==> src/rtl/seq_mult_param.sv <==
// Sequential shift-and-add multiplier, one multiplier bit per clock, with optional
// signed operands, start/busy/done handshake and synchronous abort.
//
// state | meaning
// IDLE  | waiting for start; operands captured on accept
// RUN   | one partial product per edge, cnt = bit being processed
// FIN   | sign fix-up, result written to yout, done pulsed
module seq_mult_param #(
  parameter int WIDTH     = 16,
  parameter bit SIGNED_EN = 1'b1
) (
  input  logic               clk,
  input  logic               rst_n,
  input  logic               start,
  input  logic               sgn,
  input  logic               abort,
  input  logic [WIDTH-1:0]   ain,
  input  logic [WIDTH-1:0]   bin,
  output logic               busy,
  output logic               done,
  output logic [2*WIDTH-1:0] yout
);

  localparam int CW = $clog2(WIDTH);
  localparam logic [CW-1:0] LAST = CW'(WIDTH - 1);

  typedef enum logic [1:0] {IDLE, RUN, FIN} state_t;

  state_t             state_q, state_d;
  logic [CW-1:0]      cnt_q, cnt_d;
  logic [WIDTH-1:0]   ma_q, ma_d;
  logic [WIDTH-1:0]   mb_q, mb_d;
  logic               neg_q, neg_d;
  logic [2*WIDTH-1:0] acc_q, acc_d;
  logic [2*WIDTH-1:0] yout_q, yout_d;
  logic               done_q, done_d;
  logic               busy_q, busy_d;

  logic               sgn_eff;
  logic               a_neg;
  logic               b_neg;
  logic [2*WIDTH-1:0] pp;

  assign sgn_eff = sgn & SIGNED_EN;
  assign a_neg   = sgn_eff & ain[WIDTH-1];
  assign b_neg   = sgn_eff & bin[WIDTH-1];
  assign pp      = {{WIDTH{1'b0}}, ma_q} << cnt_q;

  always_comb begin
    state_d = state_q;
    cnt_d   = cnt_q;
    ma_d    = ma_q;
    mb_d    = mb_q;
    neg_d   = neg_q;
    acc_d   = acc_q;
    yout_d  = yout_q;
    done_d  = 1'b0;
    case (state_q)
      IDLE: begin
        // start wins over a simultaneous abort here
        if (start) begin
          state_d = RUN;
          cnt_d   = '0;
          ma_d    = a_neg ? -ain : ain;
          mb_d    = b_neg ? -bin : bin;
          neg_d   = a_neg ^ b_neg;
          acc_d   = '0;
        end
      end
      RUN: begin
        if (abort) begin
          state_d = IDLE;
          cnt_d   = '0;
          acc_d   = '0;
        end else begin
          if (mb_q[cnt_q]) acc_d = acc_q + pp;
          if (cnt_q == LAST) begin
            state_d = FIN;
            cnt_d   = '0;
          end else begin
            cnt_d = cnt_q + 1'b1;
          end
        end
      end
      FIN: begin
        state_d = IDLE;
        if (abort) begin
          acc_d = '0;
        end else begin
          yout_d = neg_q ? -acc_q : acc_q;
          done_d = 1'b1;
        end
      end
      default: state_d = IDLE;
    endcase
    busy_d = (state_d != IDLE);
  end

  always_ff @(posedge clk or negedge rst_n) begin
    if (!rst_n) begin
      state_q <= IDLE;
      cnt_q   <= '0;
      ma_q    <= '0;
      mb_q    <= '0;
      neg_q   <= 1'b0;
      acc_q   <= '0;
      yout_q  <= '0;
      done_q  <= 1'b0;
      busy_q  <= 1'b0;
    end else begin
      state_q <= state_d;
      cnt_q   <= cnt_d;
      ma_q    <= ma_d;
      mb_q    <= mb_d;
      neg_q   <= neg_d;
      acc_q   <= acc_d;
      yout_q  <= yout_d;
      done_q  <= done_d;
      busy_q  <= busy_d;
    end
  end

  assign busy = busy_q;
  assign done = done_q;
  assign yout = yout_q;

endmodule

==> config.mk <==
export PLATFORM = sky130hd
export DESIGN_NAME = seq_mult_param
export DESIGN_NICKNAME = d
export VERILOG_FILES = /design/src/rtl/seq_mult_param.sv
export SDC_FILE = /design/constraint.sdc
export NUM_CORES = 1
export LEC_CHECK = 0
export CAP_MARGIN = 20
export CORE_MARGIN = 5
export CORE_UTILIZATION = 35
export DETAILED_ROUTE_END_ITERATION = 8
export GPL_ROUTABILITY_DRIVEN = 1
export MAX_ROUTING_LAYER = met4
export PLACE_DENSITY = 0.62
export SLEW_MARGIN = 20
export SYNTH_ARGS = -nofsm -noshare
export SYNTH_HDL_FRONTEND = slang
export SYNTH_SLANG_ARGS = --single-unit
==> constraint.sdc <==
create_clock -name clk -period 10.21 [get_ports clk]
set_input_delay 1.5315 -clock clk [delete_from_list [all_inputs] [get_ports clk]]
set_output_delay 1.5315 -clock clk [all_outputs]
set_load 0.03 [all_outputs]
Word-level counts from Yosys, hierarchy flattened

Cells that the tools add are included.

Add/sub/neg operators: 5
$lt $le $gt $ge: 1
Equal/unequal tests: 6
Shift-type cells: 1
Mux-type cells: 20
Bitwise logic cells: 4
Reductions and logical operators: 8

Operator list:

| kind                                                       | number |
|---|---|
| 2-to-1 mux 32 bit                                          | 5 |
| one-hot mux 32 bit (3 select lines)                        | 1 |
| adder 32 bit                                               | 1 |
| 2-to-1 mux 16 bit                                          | 2 |
| negation 16 bit                                            | 2 |
| negation 32 bit                                            | 1 |
| << shifter 16 x 4 -> 32 bit                                | 1 |
| 2-to-1 mux 4 bit                                           | 3 |
| one-hot mux 4 bit (2 select lines)                         | 1 |
| 2-to-1 mux 2 bit                                           | 3 |
| AND reduction 2 bit                                        | 3 |
| less-than comparator 4 x 5 -> 1 bit, second input constant | 1 |
| adder 4 x 1 -> 4 bit, second input constant                | 1 |
| binary-select mux 1 bit (select 4 bit)                     | 1 |
| == test 4 bit, second input constant                       | 1 |
| != test 2 bit, second input constant                       | 2 |
| one-hot mux 2 bit (2 select lines)                         | 1 |
| AND reduction 4 bit                                        | 1 |
| nonzero test 2 bit                                         | 2 |
| 2-to-1 mux 1 bit                                           | 3 |
| != test 3 bit, second input constant                       | 1 |
| nonzero test 3 bit                                         | 1 |
| AND 1 bit                                                  | 2 |
| == test 2 x 1 -> 1 bit, second input constant              | 1 |
| 4 further kinds                                            | 4 |

Register bits: 105
Input bits: 37
Output and inout port bits: 34
Word-level logic and storage cells: 54

Longest topological paths before layout

Gate-level depths: netlist of run 1.

Depth after elaboration: 5
Mapped depth: 18
Gate-level depth less buffers: 17

Worst setup path before layout of run 1

Ideal clock, no wire load.

Path kind: register to register
Start: reg cnt_q[0]
End: reg acc_q[24]
Setup time: 0.133 ns
Arrival: 3.652 ns
Required time: 10.077 ns
Path slack: 6.425 ns
Cell stages (with the launch flop): 18
Path buffers: 2
Period minus slack after synthesis: 3.785 ns
Path through: dfrtp_1 buf_2 buf_1 mux2_2 o21ai_0 nor2_1 a21oi_1 nor2_1 ha_1 and3_1 nand2_1 a21oi_1 o31a_1 o21bai_1 o21ai_0 a21oi_1 xor2_1 o21ai_0

Cells in the longest elaborated chain, start to end: 5
Elaborated cells on any way between the ends: 9
Those cells by class: 1 x add/sub; 1 x eq/ne; 1 x shift; 5 x mux; 1 x reduce/logical

RTL lines:

| what                                | line | RTL |
|---|---|---|
| from (decl)                         | 30   | `logic [CW-1:0] cnt_q, cnt_d;` |
| from (signal assigned)              | 112  | `cnt_q <= cnt_d;` |
| << shifter 16 x 4 -> 32 bit         | 47   | `assign pp = {{WIDTH{1'b0}}, ma_q} << cnt_q;` |
| adder 32 bit                        | 76   | `if (mb_q[cnt_q]) acc_d = acc_q + pp;` |
| 2-to-1 mux 32 bit                   | 76   |  |
| 2-to-1 mux 32 bit                   | 71   | `if (abort) begin` |
| one-hot mux 32 bit (3 select lines) | 58   | `case (state_q)` |
| to (signal assigned)                | 106  | `acc_q <= '0;` |
| to (signal assigned)                | 116  | `acc_q <= acc_d;` |
| to (decl)                           | 34   | `logic [2*WIDTH-1:0] acc_q, acc_d;` |

Parallel ways exist; a longest one is shown, timed or not. The select of a mux whose other input is x is not followed.
A chain may end at the register's enable or synchronous reset.

Final worst setup path of run 1

Start: reg cnt_q[0]
End: reg acc_q[31]

Same word-level chain as after synthesis.

==> results_dict.tcl, run 1 <==
set metrics [dict create \
    gp_congestion 0.905 \
    wl_per_cell_um 14.6 \
    clock_sink_count 105 \
    cp_data_required_time_ps 10490 \
    worstHoldPathType "reg2reg" \
    cts.path.max_buffers 2 \
    multi_input_area_mm2 0.00451 \
    crit_chain "buf_4, mux2_2, nor2_1, a21oi_1, mux2i_1, o32ai_1, ha_1, nand4_1, a311o_1, nand3_1, o211ai_1, a21oi_1, o2111ai_1, a211oi_1, mux2i_1" \
    antenna_found_initial 0 \
    fp.coreArea_mm2 0.0208 \
    fin_nets 992 \
    regArea_mm2 0.00263 \
    cp_max_fo 22 \
    async_flop_share 1.00 \
    grt_pass1_wl_um 29900 \
    synthToLayoutAreaGrowth_pct 17.1 \
    stdcell_area_mm2 0.00858 \
    syn_area_per_cell_um2 8.41 \
    critPathKind "reg2reg" \
    ios 71 \
    synth_nets 945 \
    grt_start_max_net_pins 65 \
    vias_per_cell 5.20 \
    ys_seq_area_frac 0.358 \
    yosysTopAreaCell "dfrtp_1" \
    ant_nets 0 \
    fin_skew_ps 8.71 \
    drv_cap 0 \
    fin_crit_sh 0.423 \
    yosys.cell_count.top_type "nand2_1" \
    max-vdd-ir-drop_v 0.0000870 \
    diodes 0 \
    drt-total-wl_um 17500 \
    yosys_warnings 0 \
    fp.dieH_um 155 \
    grt_pass1_vias 5908 \
    synth.area.top_cells "dfrtp_1 (36%), o21ai_0 (6.7%), xor2_1 (6.7%), a21oi_1 (6.1%), nand2_1 (6.1%)" \
    slowest_delay_ps 610 \
    numCtsBuffers 9 \
    cts_tree "built" \
    power.density_mw_per_mm2 160 \
    syn_area_mm2 0.00733 \
    grt_overflow 0 \
    fill_cells 2150 \
    cts_max_level 3 \
    hpwl_um 13700 \
    setup_viol 0 \
    clk_latency_ps 350 \
    die_x_um 155 \
    ctsHoldBuffers 0 \
    drc 0 \
    design.die.area_mm2 0.0239 \
    port-buffer-count 70 \
    synth_edf_count 0 \
    std_cell_rows 53 \
    rsz0062_at_grt "false" \
    finalSetupTns_ps 0 \
    ys_seq_elements 105 \
    synth_ff_type "dfrtp_1" \
    worst_setup_path_start_kind "register" \
    drv_slew 0 \
    start_util 0.352 \
    dr.pass1.iters 4 \
    clkTransAtPathRegs_ps 70 \
    vias 6232 \
    end_kind "register" \
    fmaxAchievable_ghz 0.232 \
    cts-root-buf "clkbuf_16" \
    syn_inst 872 \
    drt_iter0_markers 380 \
    max-slew-margin-rel 0.313 \
    ys_types 59 \
    grtUsageTotal 0.155 \
    p_leak_nw 3.69 \
    cp.arrival_ps 4600 \
    placed_area_mm2 0.00829 \
    final_util 0.412 \
    synth_top_area_frac 0.358 \
    hold_ws_ps 479 \
    ys_top_cells_by_count "nand2_1 (119), dfrtp_1 (105), o21ai_0 (98), a21oi_1 (90), nor2_1 (82)" \
    finalHoldViolCount 0 \
    post_cts_buffers 0 \
    status "complete, no violations" \
    cts_resized 0 \
    finalCriticalPeriod_ps 4320 \
    tightest_slew_ps 1030 \
    cp_slowest_cell "dfrtp_1" \
    drive_above_1_share 0.0498 \
]
## cell type report
class / instances / share of cell area
multi-input combinational: 711 / 0.526
sequential: 105 / 0.306
timing repair buffer: 76 / 0.0866
tap: 275 / 0.0401
clock buffer: 11 / 0.0271
clock inverter: 5 / 0.00729
inverter: 16 / 0.00700
## per-stage QoR
step	cells	power [mW]	worst slack, ps
after floorplan	872	0.891	6420
after global placement	1183	1.04	5820
after detailed placement	1183	1.04	5870
after CTS	1199	1.40	5840
after global routing	1199	1.48	5550
final	1199	1.38	5890
## kinds of logic (layout without fill, tap and decap cells)
| logic type | Yosys count | in the layout | share of synthesized area |
|---|---|---|---|
| AOI/OAI and AO/OA | 267 | 267 | 0.213 |
| xor gates and xnor gates | 82 | 82 | 0.0979 |
| adders and majority gates | 36 | 36 | 0.0624 |
| buffers and inverters | 56 | 108 | 0.0295 |
| DFF | 105 | 105 | 0.358 |
| muxes | 30 | 30 | 0.0539 |
| and+or+nand+nor | 296 | 296 | 0.185 |
## layout by cell type (no fill, tap or decap), types with 6 or more instances in the layout
cell type / instances
nand2_1: 119
dfrtp_1: 105
o21ai_0: 98
a21oi_1: 90
nor2_1: 81
clkdlybuf4s50_1: 69
xor2_1: 56
ha_1: 35
xnor2_1: 26
mux2i_1: 17
nand2b_1: 16
inv_1: 15
or3_1: 14
nand3_1: 11
o31ai_1: 11
a211oi_1: 10
and2_1: 9
o21ai_1: 9
a21o_1: 9
clkbuf_16: 9
mux4_2: 7
nor3_1: 7
buf_4: 7
mux2_2: 6
nor2b_1: 6
nor4_1: 6
## power by group
part,internal (mW),leakage (nW),switching [mW]
sequential,0.458,1.41,0.0580
clock,0.193,0.142,0.155
combinational,0.211,2.14,0.301
total,0.861,3.69,0.514
## registers in the layout (all words and copies together) (netlist names)
signal	cells
acc_q	32
busy	1
cnt_q	4
done	1
ma_q	16
mb_q	16
neg_q	1
state_q	2
yout	32
## worst max-delay path, delay by kind of cell, from the launching register on
kind	cells	cell delay [ps]
buf+inv	1	360
compound gates	7	1470
fa+ha+maj	1	460
mux	3	900
simple gates	3	440
flops	1	610
## metal layers
| layer | vias to the layer above | global-route usage | part of all wire |
|---|---|---|---|
| met4 | 0 | 0.0320 | 0.011 |
| met2 | 109 | 0.238 | 0.44 |
| met1 | 2920 | 0.219 | 0.50 |
| met5 | - | - | 0 |
| li1 | 3190 | - | - |
| met3 | 13 | 0.0260 | 0.041 |
## final timing paths
kind                          start         to  slack (ps)  depth (start not counted)
setup / recovery           cnt_q[0]  acc_q[31]        5890                         15
hold / removal             mb_q[10]   mb_q[10]         480                          2
setup reg to reg           cnt_q[0]  acc_q[31]        5890                         15
hold reg to reg            mb_q[10]   mb_q[10]         480                          2
max in group asynchronous     rst_n    ma_q[3]        7870                          2
min in group asynchronous     rst_n    yout[5]        1220                          1
(Power assumes the default switching activity.)
==> run 2, diff against run 1 <==
==> constraint.sdc (replaced) <==
create_clock -name clk -period 4.3 [get_ports clk]
set_input_delay 0.645 -clock clk [delete_from_list [all_inputs] [get_ports clk]]
set_output_delay 0.645 -clock clk [all_outputs]
set_load 0.03 [all_outputs]
==> run 2 against run 1 <==
  * First-iteration DRC count increased by 22%
  * Combinational power grew 140%
  * Power grew 140%
  * Sequential share of layout area shrank 0.18 points
  * Fmax is 12% higher
  * Global-route usage is essentially flat
  * Count of clock-buffer cells in the layout shrank 1
  * Critical endpoint is now acc_q[30]
  * Critical path depth is the same
  * Register-to-register slack worse by 5400 ps
  * Clock power rose by 120%
  * Via count up 1.1%
==> results_dict.tcl, run 2 (synthesis gave the netlist of run 1 again) <==
set metrics [dict create \
    crit_chain "mux2_2, o21ai_0, o21ai_0, nor2_1, a21oi_1, ha_1, a211oi_1, o21ai_0, o21ai_0, nor3_1, a21oi_1, o21ai_0, and4b_1, a21oi_1, o21ai_0" \
    std_cell_rows 53 \
    fmaxAchievable_ghz 0.260 \
    worst_setup_path_start_kind "register" \
    grt_start_max_net_pins 80 \
    setup_viol 0 \
    start_util 0.352 \
    fin_nets 1002 \
    vias_per_cell 5.22 \
    final_util 0.415 \
    mostFrequentLayoutCells "nand2_1 (119), dfrtp_1 (104), o21ai_0 (98)" \
    finalCriticalPeriod_ps 3850 \
    rr_startpoint "cnt_q[0]" \
    rsz0062_at_grt "false" \
    path_buf_inv 0 \
    worstHoldPathType "in2async" \
    synthToLayoutAreaGrowth_pct 17.8 \
    cts_max_level 3 \
    hpwl_um 13800 \
    tightest_slew_ps 1010 \
    fin_skew_ps 7.46 \
    gp_congestion 0.919 \
    end_kind "register" \
    hold_ws_ps 307 \
    dr.pass1.iters 5 \
    critPathKind "reg2reg" \
    drive_above_1_share 0.0611 \
    design.die.area_mm2 0.0239 \
    cts-root-buf "clkbuf_16" \
    p_leak_nw 3.73 \
    power.density_mw_per_mm2 376 \
    fin_crit_sh 0.894 \
    finalSetupTns_ps 0 \
    fp.coreArea_mm2 0.0208 \
    grt_pass1_vias 5923 \
    status "complete, no violations" \
    layout_commonest_cell "nand2_1" \
    cp.arrival_ps 4070 \
    drv_slew 0 \
    cp_data_required_time_ps 4520 \
    r2r-end "acc_q[30]" \
    path_common_cell "o21ai_0" \
    grtUsageTotal 0.155 \
    wl_per_cell_um 14.8 \
    drv_cap 0 \
    clkTransAtPathRegs_ps 70 \
    grt_overflow 0 \
    placed_cells 1190 \
    finalHoldViolCount 0 \
    ios 71 \
    cp_slowest_cell "dfrtp_2" \
    diodes 0 \
    cp_max_fo 9 \
    drc 0 \
    die_x_um 155 \
    max-vdd-ir-drop_v 0.000158 \
    clock_sink_count 105 \
    ctsHoldBuffers 0 \
    grt_pass1_wl_um 29800 \
    cts_tree "built" \
    final_cells 1208 \
    max-slew-margin-rel 0.324 \
    numCtsBuffers 9 \
    fill_cells 2122 \
    vias 6303 \
    drt-total-wl_um 17900 \
    setup_ws_ps 455 \
    reg2reg_slack_ps 450 \
    post-place-ws_ps 289 \
    antenna_found_initial 0 \
    ant_nets 0 \
    slowest_delay_ps 460 \
    port-buffer-count 70 \
    fp.dieH_um 155 \
    rr_worst_depth 15 \
    crit_family "compound AO/OA/AOI/OAI gates" \
    clk_latency_ps 360 \
    cts.path.max_buffers 2 \
    drt_iter0_markers 464 \
]
[run 2: changes by cell type in the layout (fill, tap and decap cells not counted), sizes merged]
cell,delta
clkbuf,-1
bufinv,-1
buf,+10
clkinvlp,+1
[run 2: worst max path at each step]
| stage | from | end | slack [ps] | depth (start not counted) |
|---|---|---|---|---|
| after detailed placement | cnt_q[0] | acc_q[30] | 290 | 15 |
| after CTS | cnt_q[0] | acc_q[30] | 270 | 15 |
| final | cnt_q[0] | acc_q[30] | 450 | 15 |
| after floorplan | cnt_q[0] | acc_q[24] | 510 | 17 |
| after global routing | cnt_q[0] | acc_q[30] | 80 | 17 |
| after global placement | cnt_q[0] | acc_q[30] | 280 | 15 |
[run 2: power by group]
part	switching [mW]	internal, mW	leakage (nW)
logic	0.728	0.521	2.20
clock network	0.378	0.395	0.127
registers	0.140	1.09	1.41
[run 2: layer usage]
| layer | track usage | vias to the layer above | part of all wire |
|---|---|---|---|
| met5 | - | - | 0 |
| met4 | 0.0408 | 0 | 0.017 |
| met3 | 0.0291 | 23 | 0.054 |
| met2 | 0.231 | 167 | 0.44 |
| met1 | 0.219 | 2898 | 0.49 |
| li1 | - | 3215 | - |
[run 2: area by class of cell]
cell class,count,area (um^2),area share
Multi-Input combinational cell,711,4510,0.523
Sequential cell,105,2630,0.304
Timing Repair Buffer,86,822,0.0952
Tap cell,275,344,0.0398
Clock buffer,10,229,0.0265
Inverter,16,60.1,0.00695
Clock inverter,5,40.0,0.00463
[run 2: what timing repair did]
item                                    CTS  global route
endpoints found under the setup margin    0             4
gates resized for setup                   0             1
setup buffers                             0             3
hold endpoints to repair                  0             0
[run 2: per-stage QoR]
| step | power (mW) | instance area, um^2 |
|---|---|---|
| after floorplan | 2.12 | 7330 |
| after detailed placement | 2.49 | 8340 |
| after CTS | 3.28 | 8610 |
| after global placement | 2.48 | 8340 |
| after global routing | 3.48 | 8640 |
| final | 3.25 | 8640 |
==> run 3, diff against run 2 <==
--- a/config.mk
+++ b/config.mk
@@ -8,6 +8,7 @@
 export CAP_MARGIN = 20
 export CORE_MARGIN = 5
 export CORE_UTILIZATION = 35
+export CTS_BUF_LIST = sky130_fd_sc_hd__clkbuf_2
 export DETAILED_ROUTE_END_ITERATION = 8
 export GPL_ROUTABILITY_DRIVEN = 1
 export MAX_ROUTING_LAYER = met4
==> run 3 against run 2 <==
  * Sequential cell count unchanged
  * Critical path depth unchanged
  * First-iteration DRC count is 1.5% higher
  * Power is 11% lower
  * Fmax is 1.3% lower
  * Utilization is 0.85 points lower
  * Critical path type unchanged
==> results_dict.tcl, run 3 (synthesis gave the netlist of run 1 again) <==
set metrics [dict create \
    vias_per_cell 5.19 \
    drv_cap 0 \
    drt-total-wl_um 17900 \
    synthToLayoutAreaGrowth_pct 15.4 \
    worst_setup_path_start_kind "register" \
    fin_crit_sh 0.906 \
    hpwl_um 13800 \
    grt_start_max_net_pins 80 \
    die_x_um 155 \
    slowest_delay_ps 530 \
    cp.arrival_ps 4400 \
    ant_nets 0 \
    dr.pass1.iters 5 \
    power.density_mw_per_mm2 343 \
    tightest_slew_ps 1020 \
    mostFrequentLayoutCells "nand2_1 (119), dfrtp_1 (104), o21ai_0 (98)" \
    end_kind "register" \
    finalSetupTns_ps 0 \
    max-slew-margin-rel 0.322 \
    finalCriticalPeriod_ps 3890 \
    cp_slowest_cell "dfrtp_2" \
    port-buffer-count 70 \
    fp.coreArea_mm2 0.0208 \
    gp_congestion 0.919 \
    ios 71 \
    drive_above_1_share 0.0622 \
    finalHoldViolCount 0 \
    grtUsageTotal 0.153 \
    multi_input_area_mm2 0.00451 \
    cts_max_level 3 \
    cts.path.max_buffers 2 \
    grt_overflow 0 \
    layout_commonest_cell "nand2_1" \
    fin_skew_ps 27.5 \
    critPathKind "reg2reg" \
    fmaxAchievable_ghz 0.257 \
    numCtsBuffers 9 \
    antenna_found_initial 1 \
    status "complete, no violations" \
    design.die.area_mm2 0.0239 \
    clock_sink_count 105 \
    fin_total_pwr_mw 2.90 \
    cts-root-buf "clkbuf_2" \
    reg2reg_slack_ps 410 \
    fin_nets 1002 \
    fp.dieH_um 155 \
    p_leak_nw 3.66 \
    vias 6270 \
    max-vdd-ir-drop_v 0.000142 \
    fill_cells 2137 \
    drv_slew 0 \
    worstHoldPathType "in2async" \
    ctsHoldBuffers 0 \
    regArea_mm2 0.00263 \
    clk_latency_ps 620 \
    cts_tree "built" \
    start_util 0.352 \
    grt_pass1_vias 5887 \
    wl_per_cell_um 14.8 \
    std_cell_rows 53 \
    path_common_cell "o21ai_0" \
    rsz0062_at_grt "false" \
    drt_iter0_markers 471 \
    drc 0 \
    setup_viol 0 \
    cp_max_fo 9 \
    clkTransAtPathRegs_ps 290 \
    grt_pass1_wl_um 29600 \
    crit_chain "mux2_2, o21ai_0, o21ai_0, nor2_1, a21oi_1, ha_1, a211oi_1, o21ai_0, o21ai_0, nor3_1, a21oi_1, o21ai_0, and4b_1, a21oi_1, o21ai_0" \
    cp_data_required_time_ps 4810 \
    rr_worst_depth 15 \
]
-- run 3: cell count changes in the layout (fill, tap and decap cells not counted), sizes merged --
cell   before  now
diode       0    1
-- run 3: area by class of cell --
class,count,share of cell area
antenna,1,0.000296
clock buffer,10,0.00591
clock inverter,5,0.00473
inverter,16,0.00710
multi-input combinational,711,0.533
sequential,105,0.311
tap,275,0.0407
timing repair buffer,86,0.0971
-- run 3: layer usage --
layer  GRT usage  wire length [um]
met5           -                 0
met1       0.218              8930
met4      0.0345               257
met2       0.230              7880
met3      0.0271               788
-- run 3: path summary, 6_finish.rpt --
kind | start | to
worst max-delay path | cnt_q[0] | acc_q[30]
worst min-delay path | rst_n | yout[5]
worst max register to register | cnt_q[0] | acc_q[30]
worst min register to register | mb_q[10] | mb_q[10]
max in group asynchronous | rst_n | acc_q[30]
min in group clk | mb_q[10] | mb_q[10]
-- run 3: critical path: cells and delay by family (launching register included) --
family | cells | cell delay, ps
mux | 1 | 400
flops | 1 | 530
fa+ha+maj | 1 | 380
simple gates | 3 | 450
compound gates | 10 | 2030
-- run 3: what timing repair did --
action | CTS | global route
setup endpoints to repair | 0 | 4
hold endpoints to repair | 0 | 0
gates resized for setup | 0 | 1
setup buffers | 0 | 3
-- run 3: metrics by stage --
step	setup slack (ps)	hold WS [ps]	instance area [um^2]	cells	util
after floorplan	515	349	7330	872	-
after global placement	277	458	8340	1190	0.401
after detailed placement	289	466	8340	1190	0.401
after CTS	229	131	8430	1205	0.405
after global routing	30.6	13.2	8460	1209	0.406
final	405	2.41	8460	1209	0.406
-- run 3: power breakdown --
group | total [mW] | internal [mW] | switching [mW]
combinational | 1.25 | 0.521 | 0.729
sequential | 1.23 | 1.09 | 0.140
clock | 0.422 | 0.0804 | 0.341
